<file path="config.mk">
export PLATFORM = sky130hd
export DESIGN_NAME = dffn_pipe_bank
export DESIGN_NICKNAME = d
export VERILOG_FILES = /design/src/rtl/dffn_pipe_bank.sv
export SDC_FILE = /design/constraint.sdc
export NUM_CORES = 1
export LEC_CHECK = 0
export ABC_CLOCK_PERIOD_IN_PS = 1100
export BUFFER_PORTS_ARGS = -buffer_cell sky130_fd_sc_hd__buf_2
export CORE_MARGIN = 4
export CORE_UTILIZATION = 50
export CTS_CLUSTER_DIAMETER = 40
export DETAILED_ROUTE_END_ITERATION = 16
export GPL_TIMING_DRIVEN = 1
export PLACE_DENSITY = 0.77
export SYNTH_ARGS = -nofsm -noshare
export SYNTH_HDL_FRONTEND = slang
export SYNTH_SLANG_ARGS = --single-unit
export TNS_END_PERCENT = 50
</file>
<file path="constraint.sdc">
create_clock -name CLKN -period 1.1 [get_ports CLKN]
set_input_delay 0.11 -clock CLKN [delete_from_list [all_inputs] [get_ports CLKN]]
set_output_delay 0.11 -clock CLKN [all_outputs]
set_load 0.1 [all_outputs]
</file>
<file path="src/rtl/dffn_pipe_bank.sv">
// dffn_pipe_bank: falling-edge WIDTH x DEPTH register pipeline with valid tags, stall, scan chain and occupancy count
module dffn_pipe_bank #(
    parameter int WIDTH = 8,
    parameter int DEPTH = 2,
    parameter logic [WIDTH-1:0] RESET_VAL = {WIDTH{1'b0}}
) (
    input  logic                         CLKN,
    input  logic                         R,
    input  logic                         E,
    input  logic [WIDTH-1:0]             D,
    input  logic                         DV,
    input  logic                         SE,
    input  logic                         SI,
    output logic [WIDTH-1:0]             Q,
    output logic                         QV,
    output logic                         SO,
    output logic [$clog2(DEPTH+1)-1:0]   OCC
);
    localparam int SW = WIDTH + 1;
    localparam int L  = DEPTH * SW;
    localparam int OW = $clog2(DEPTH + 1);
    logic [L-1:0] chain_q, chain_d;
    logic         ctl_p;
    assign ctl_p = ^{R, SE, E};
    // stage k lives at chain bits [k*SW +: SW]: data low, valid on top, so the scan order is the bit order
    always_comb begin
        chain_d = R  ? {DEPTH{{1'b0, RESET_VAL}}}
                : SE ? {chain_q[L-2:0], SI}
                : E  ? (chain_q << SW) | L'({DV, D})
                :      chain_q;
        chain_d = chain_d ^ {L{ctl_p ^ ctl_p}};
    end
    always_ff @(negedge CLKN) chain_q <= chain_d;
    assign Q  = chain_q[L-2 -: WIDTH];
    assign QV = chain_q[L-1];
    assign SO = chain_q[L-1];
    always_comb begin
        OCC = '0;
        for (int k = 0; k < DEPTH; k++) OCC = OCC + OW'(chain_q[k*SW+WIDTH]);
    end
endmodule

</file>
Word level (Yosys, flattened, before mapping):

Index checks and enable logic that the tools add are counted.

* flip-flop bits (word level): 18
* output and inout port bits: 12

* add/subtract/negate cells: 1
* muxes and demuxes: 2
* bitwise logic cells: 1
* reduce and logical (&&, ||, !) cells: 1

Operator list (number)
* $mux W18: 2
* $or A18 B9 Y18: 1
* $add A1 B1 Y2: 1
* $reduce_bool A2 Y1: 1

Logic depth before layout (Yosys ltp):

Gate-level depths: netlist (run 1).

* depth in word-level cells: 3
* depth in mapped cells: 4
* mapped depth without buffers: 2

==> impl_metrics.yaml, run 1 <==
run_status:
  outcome: "finished, violations left"
  violations: "negative setup slack"
worst_setup_path:
  type_of_element_capturing_the_critical_path: "output port"
  critPathMaxFanout: 2
  cp_data_arrival_time_ps: 1710
  worst_path_required_ps: 990
  setup.worst_path.class: "flop to output port"
  worst_setup_path_start_kind: "flop"
die:
  placementRows: 15
  die-area_um2: 2650
  top_level_ports: 26
  core_region_area_um2: 1760
  die-width_um: 51.5
  initial_core_util: 0.536
  die_height_um: 51.5
place:
  place_congestion: 0.699
  half_perimeter_wire_length_after_placement_um: 1510
  dpl_cell_area_um2: 1310
  place.port_buffers: 25
  place_worst_setup_slack_ps: -342
grt:
  global_route.overflow_total: 0
  groute.usage.overall: 0.198
  antenna_violations_before_repair: 0
  grt_start_max_net_pins: 19
  via_count_of_the_first_global_routing_pass: 897
  grt_first_pass_wirelength_um: 3890
sta:
  grt_setup_unrepaired: "true"
  setup-tns-final_ps: -6140
  clock-skew-final_ps: 28.2
  number_of_endpoints_with_negative_hold_slack_in_the_final_report: 0
  timing_worst_slew_pin_value_ps: 324
  hold_ws_ps: 518
  post-route-worst-setup-slack_ps: -721
  slew_viol_final: 0
  final_setup_violation_count: 13
  max_slew_margin: 0.783
finish:
  max_flop_register: "chain_q"
  largest_reg_flops: 18
  final_layout_size_suffix_gt1_frac: 0.435
  top_registers: "chain_q (18)"
  num_antenna_cells: 0
  flow.area_growth_from_synthesis_pct: 52.8
  multi_input_comb_area_um2: 464
  finish.instance_area_um2: 1450
  finish.net_count: 154
  register_area_um2: 380
  fill_cells: 122
synth:
  ys_warn_count: 0
  post_synthesis_instance_total: 91
  synth.net_count: 106
  syn_area_per_cell_um2: 10.4
  yosys.area.top_type_share: 0.381
  seq_area_frac_synth: 0.381
  netlist.top_cell.by_area: "dfxtp_1"
  netlist_area_um2: 946
  synth-seq-cells: 18
  netlist-cell-type-count: 14
  synth.top_cells.by_area: "dfxtp_1 (38%), mux2i_1 (19%), a211oi_1 (14%)"
pwr:
  total_leakage_power_nw: 0.698
  areal_power_density_over_the_cells_nw_per_um2: 1400
  vdd_ir_drop_max_mv: 1.17
  design_power_total_mw: 2.02
drt:
  ant_nets: 0
  totalWireLength_um: 2410
  per_cell_via_count_in_the_routed_design: 5.07
  wire_per_inst_um: 14.8
  drc: 0
  drt_first_iter_violations: 11
  drt_pass1_iterations: 4
  total_vias_in_the_final_route: 826
clock_tree:
  tritoncts: "yes"
  post_cts_hold_buffer_count: 0
  cts.root.buffer_cell: "clkbuf_4"
  clock_insertion_delay_worst_skew_ps: 390
  cts_sinks: 18
  cts-root-to-sink-buffers: 2
  clock_h_tree_levels: 1
  cts_made_buffers: 3
  clock_transition_at_the_register_clock_pins_on_the_worst_setup_and_hold_paths_after_cts_ps: 50
flow_run:
  drv.max_cap_violation_count: 0
worst_hold_path:
  worst_hold_path_type: "flop to flop"
-- layout by cell type, fill, tap and decap left out --
| cell | Yosys | layout |
|---|---|---|
| buf_2 | 2 | 13 |
| a211oi_1 | 18 | 16 |
| a211oi_2 | 0 | 2 |
| ha_4 | 0 | 1 |
| clkinvlp_2 | 0 | 1 |
| dfxtp_1 | 18 | 8 |
| inv_1 | 1 | 18 |
| mux2i_1 | 18 | 18 |
| nor2b_1 | 17 | 17 |
| buf_12 | 1 | 15 |
| clkbuf_4 | 1 | 3 |
| and2b_1 | 1 | 1 |
| dfxtp_4 | 0 | 3 |
| inv_2 | 1 | 1 |
| buf_4 | 10 | 14 |
| dfxtp_2 | 0 | 7 |
-- cells in the mapped netlist, drive strengths merged --
| master | n |
|---|---|
| a211oi | 18 |
| dfxtp | 18 |
| mux2i | 18 |
| nor2b | 17 |
| buf | 14 |
| inv | 2 |
| and2b | 1 |
| clkbuf | 1 |
| dlymetal6s2s | 1 |
| ha | 1 |
-- cells by family (layout without fill, tap and decap cells) --
| logic type | count (synthesis) | after routing | synth area share |
|---|---|---|---|
| compound gates | 18 | 18 | 0.143 |
| mux | 18 | 18 | 0.190 |
| flops | 18 | 18 | 0.381 |
| simple gates | 18 | 18 | 0.120 |
| buf+inv | 18 | 65 | 0.152 |
| fa+ha+maj | 1 | 1 | 0.0132 |
-- stage by stage --
step	instances	utilization
5_1_grt	163	0.819
3_3_place_gp	139	0.740
4_1_cts	161	0.802
6_report	163	0.819
3_5_place_dp	139	0.740
2_1_floorplan	91	-
-- power by group --
group          leakage [nW]  internal, mW  total (mW)  switching, mW
Combinational         0.435         0.270       0.634          0.364
Sequential            0.153         0.704       0.748         0.0439
Clock                 0.110         0.218       0.634          0.416
-- routing by layer --
| metal | track usage | share of wire |
|---|---|---|
| met2 | 0.352 | 0.51 |
| met4 | 0.131 | 0.031 |
| met5 | 0 | 0 |
| met1 | 0.191 | 0.42 |
| met3 | 0.0688 | 0.043 |
-- final timing paths --
| path | depth (start not counted) | end | slack (ps) | startpoint |
|---|---|---|---|---|
| setup / recovery | 2 | OCC[0] | -720 | chain_q[17]$_SDFFE_NP0P_ |
| setup reg to reg | 5 | chain_q[9]$_SDFFE_NP0P_ | 50 | chain_q[9]$_SDFFE_NP0P_ |
| hold / removal | 2 | chain_q[6]$_SDFFE_NP0P_ | 520 | chain_q[5]$_SDFFE_NP0P_ |
| hold reg to reg | 2 | chain_q[6]$_SDFFE_NP0P_ | 520 | chain_q[5]$_SDFFE_NP0P_ |
-- area by class of cell --
| cell class | count | share of cell area |
|---|---|---|
| Timing Repair Buffer | 42 | 0.326 |
| Multi-Input combinational cell | 55 | 0.321 |
| Sequential cell | 18 | 0.263 |
| Clock inverter | 19 | 0.0502 |
| Tap cell | 25 | 0.0216 |
| Clock buffer | 3 | 0.0156 |
| Inverter | 1 | 0.00260 |
-- critical path, cell delays in order (launching register included) --
cell and delay [ps]:
dfxtp_4 350, ha_4 270, buf_12 160
-- repair_timing --
item                                    in CTS  in global routing
gates resized for setup                      9                  4
endpoints found under the hold margin        0                  0
cloned                                       0                  0
endpoints found under the setup margin      12                 14
pin swaps                                    0                  0
setup buffers                                1                  2
Note: power is estimated with default switching activity, not from simulation.
==> inputs of run 2 (changes only) <==
- SKIP_LAST_GASP: not set -> 1
==> impl_metrics.yaml, run 2 (synthesized netlist as in run 1, its figures left out) <==
drt:
  totalWireLength_um: 2320
  per_cell_via_count_in_the_routed_design: 5.07
  drt_pass1_iterations: 4
  total_vias_in_the_final_route: 821
  drc: 0
  drt_first_iter_violations: 13
  wire_per_inst_um: 14.3
  ant_nets: 0
pwr:
  combinationalPowerShare: 0.310
  p_switching_mw: 0.820
  vdd_ir_drop_max_mv: 1.14
  power.sequential.fraction: 0.373
  total_leakage_power_nw: 0.689
  areal_power_density_over_the_cells_nw_per_um2: 1420
  switching_share: 0.409
  clkPwrFrac: 0.317
  internal_power_of_the_cells_mw: 1.19
grt:
  grt_most_used_layer: "met2"
  grt_use_met1: 0.189
  gr-usage-met2: 0.352
  via_count_of_the_first_global_routing_pass: 897
  grt_start_max_net_pins: 19
  grt_first_pass_wirelength_um: 3880
  grt_util_met3: 0.0688
  groute.usage.overall: 0.197
  antenna_violations_before_repair: 0
  global_route.overflow_total: 0
place:
  place.port_buffers: 25
  placed_cells_incl_taps: 139
  place_congestion: 0.699
  half_perimeter_wire_length_after_placement_um: 1510
clock_tree:
  post_cts_hold_buffer_count: 0
  clock_h_tree_levels: 1
  clock_transition_at_the_register_clock_pins_on_the_worst_setup_and_hold_paths_after_cts_ps: 50
  cts_sinks: 18
  cts.root.buffer_cell: "clkbuf_4"
  cts-root-to-sink-buffers: 2
  cts_made_buffers: 3
  clock_insertion_delay_worst_skew_ps: 390
  tritoncts: "yes"
worst_setup_path:
  setup.worst_path.class: "flop to output port"
  crit-reg2reg-capture: "chain_q[12]$_SDFFE_NP0P_"
  reg2reg_depth: 3
  setup.reg_to_reg.worst_slack_ps: 130
  worst_setup_path_start_kind: "flop"
  type_of_element_capturing_the_critical_path: "output port"
  critical_path.cell_chain: "ha_4 > buf_12"
  cp_slowest_stage_delay_ps: 350
  critPathSlowestCell: "dfxtp_4"
  cp_data_arrival_time_ps: 1710
  worst_path_required_ps: 990
  critPathMaxFanout: 2
  timing.rr.start: "chain_q[11]$_SDFFE_NP0P_"
finish:
  finalCoreUtilization: 0.804
  fin_cells: 162
  flow.area_growth_from_synthesis_pct: 49.9
  largest_reg_flops: 18
  max_flop_register: "chain_q"
  finish.net_count: 153
  final_layout_size_suffix_gt1_frac: 0.387
  top_registers: "chain_q (18)"
  layout.cells.most_common_list: "mux2i_1 (18), a211oi_1 (18), inv_1 (18)"
  num_antenna_cells: 0
run_status:
  outcome: "finished, violations left"
  violations: "negative setup slack"
die:
  die-width_um: 51.5
  top_level_ports: 26
  core_region_area_um2: 1760
  die_height_um: 51.5
  initial_core_util: 0.536
  die-area_um2: 2650
  placementRows: 15
worst_hold_path:
  worst_hold_path_type: "flop to flop"
  min_delay_path_depth: 2
  hold_path_startpoint: "chain_q[5]$_SDFFE_NP0P_"
  hold_end: "chain_q[6]$_SDFFE_NP0P_"
sta:
  number_of_endpoints_with_negative_hold_slack_in_the_final_report: 0
  timing_worst_slew_pin_value_ps: 312
  clock-skew-final_ps: 26.3
  slew_viol_final: 0
  max_slew_margin: 0.792
  final_setup_violation_count: 12
  post-route-worst-setup-slack_ps: -722
  hold_ws_ps: 516
  grt_setup_unrepaired: "true"
flow_run:
  drv.max_cap_violation_count: 0
==> run 2: area by class of cell <==
cell class | count | area, um^2
Clock buffer | 3 | 22.5
Clock inverter | 19 | 72.6
Fill cell | 128 | 347
Inverter | 1 | 3.75
Multi-Input combinational cell | 55 | 454
Sequential cell | 18 | 370
Tap cell | 25 | 31.3
Timing Repair Buffer | 41 | 463
==> run 2: worst max-delay path by stage <==
stage / start / to / cells after the start
6_report: chain_q[17]$_SDFFE_NP0P_ / OCC[0] / 2
5_1_grt: chain_q[17]$_SDFFE_NP0P_ / OCC[0] / 2
4_1_cts: chain_q[17]$_SDFFE_NP0P_ / OCC[0] / 2
3_5_place_dp: SE / chain_q[4]$_SDFFE_NP0P_ / 4
3_3_place_gp: chain_q[17]$_SDFFE_NP0P_ / OCC[0] / 2
2_1_floorplan: chain_q[17]$_SDFFE_NP0P_ / OCC[0] / 1
==> run 2: timing repair <==
item | CTS | global route
setup buffers | 1 | 1
setup endpoints to repair | 12 | 13
pin swaps | 0 | 0
gates resized for setup | 3 | 2
==> run 2: worst max-delay path: cells and delay by family (launching register included) <==
| family | cells | cell delay (ps) |
|---|---|---|
| buffers and inverters | 1 | 160 |
| DFF | 1 | 350 |
| adders and majority gates | 1 | 270 |
==> run 2: per-layer routing <==
metal | wire (um) | vias up
li1 | - | 406
met1 | 899 | 374
met2 | 1240 | 35
met3 | 118 | 6
met4 | 61 | 0
met5 | 0 | -
==> run 2: per-stage QoR <==
step	worst slack, ps	power, mW	cell area [um^2]	setup TNS, ps
6_report	-722	2.01	1420	-6320
5_1_grt	-765	2.12	1420	-6840
4_1_cts	-731	2.00	1410	-6520
3_5_place_dp	-342	1.47	1310	-7020
3_3_place_gp	-315	1.45	1310	-6250
2_1_floorplan	-486	1.28	987	-5210
==> run 2: power by group through the flow <==
stage / Clock, mW / Combinational (mW) / Sequential [mW]
detailed placement: 0.106 / 0.611 / 0.756
global placement: 0.106 / 0.597 / 0.752
CTS: 0.640 / 0.617 / 0.747
global route: 0.722 / 0.648 / 0.754
floorplan: 0.106 / 0.416 / 0.759
finish: 0.637 / 0.623 / 0.748
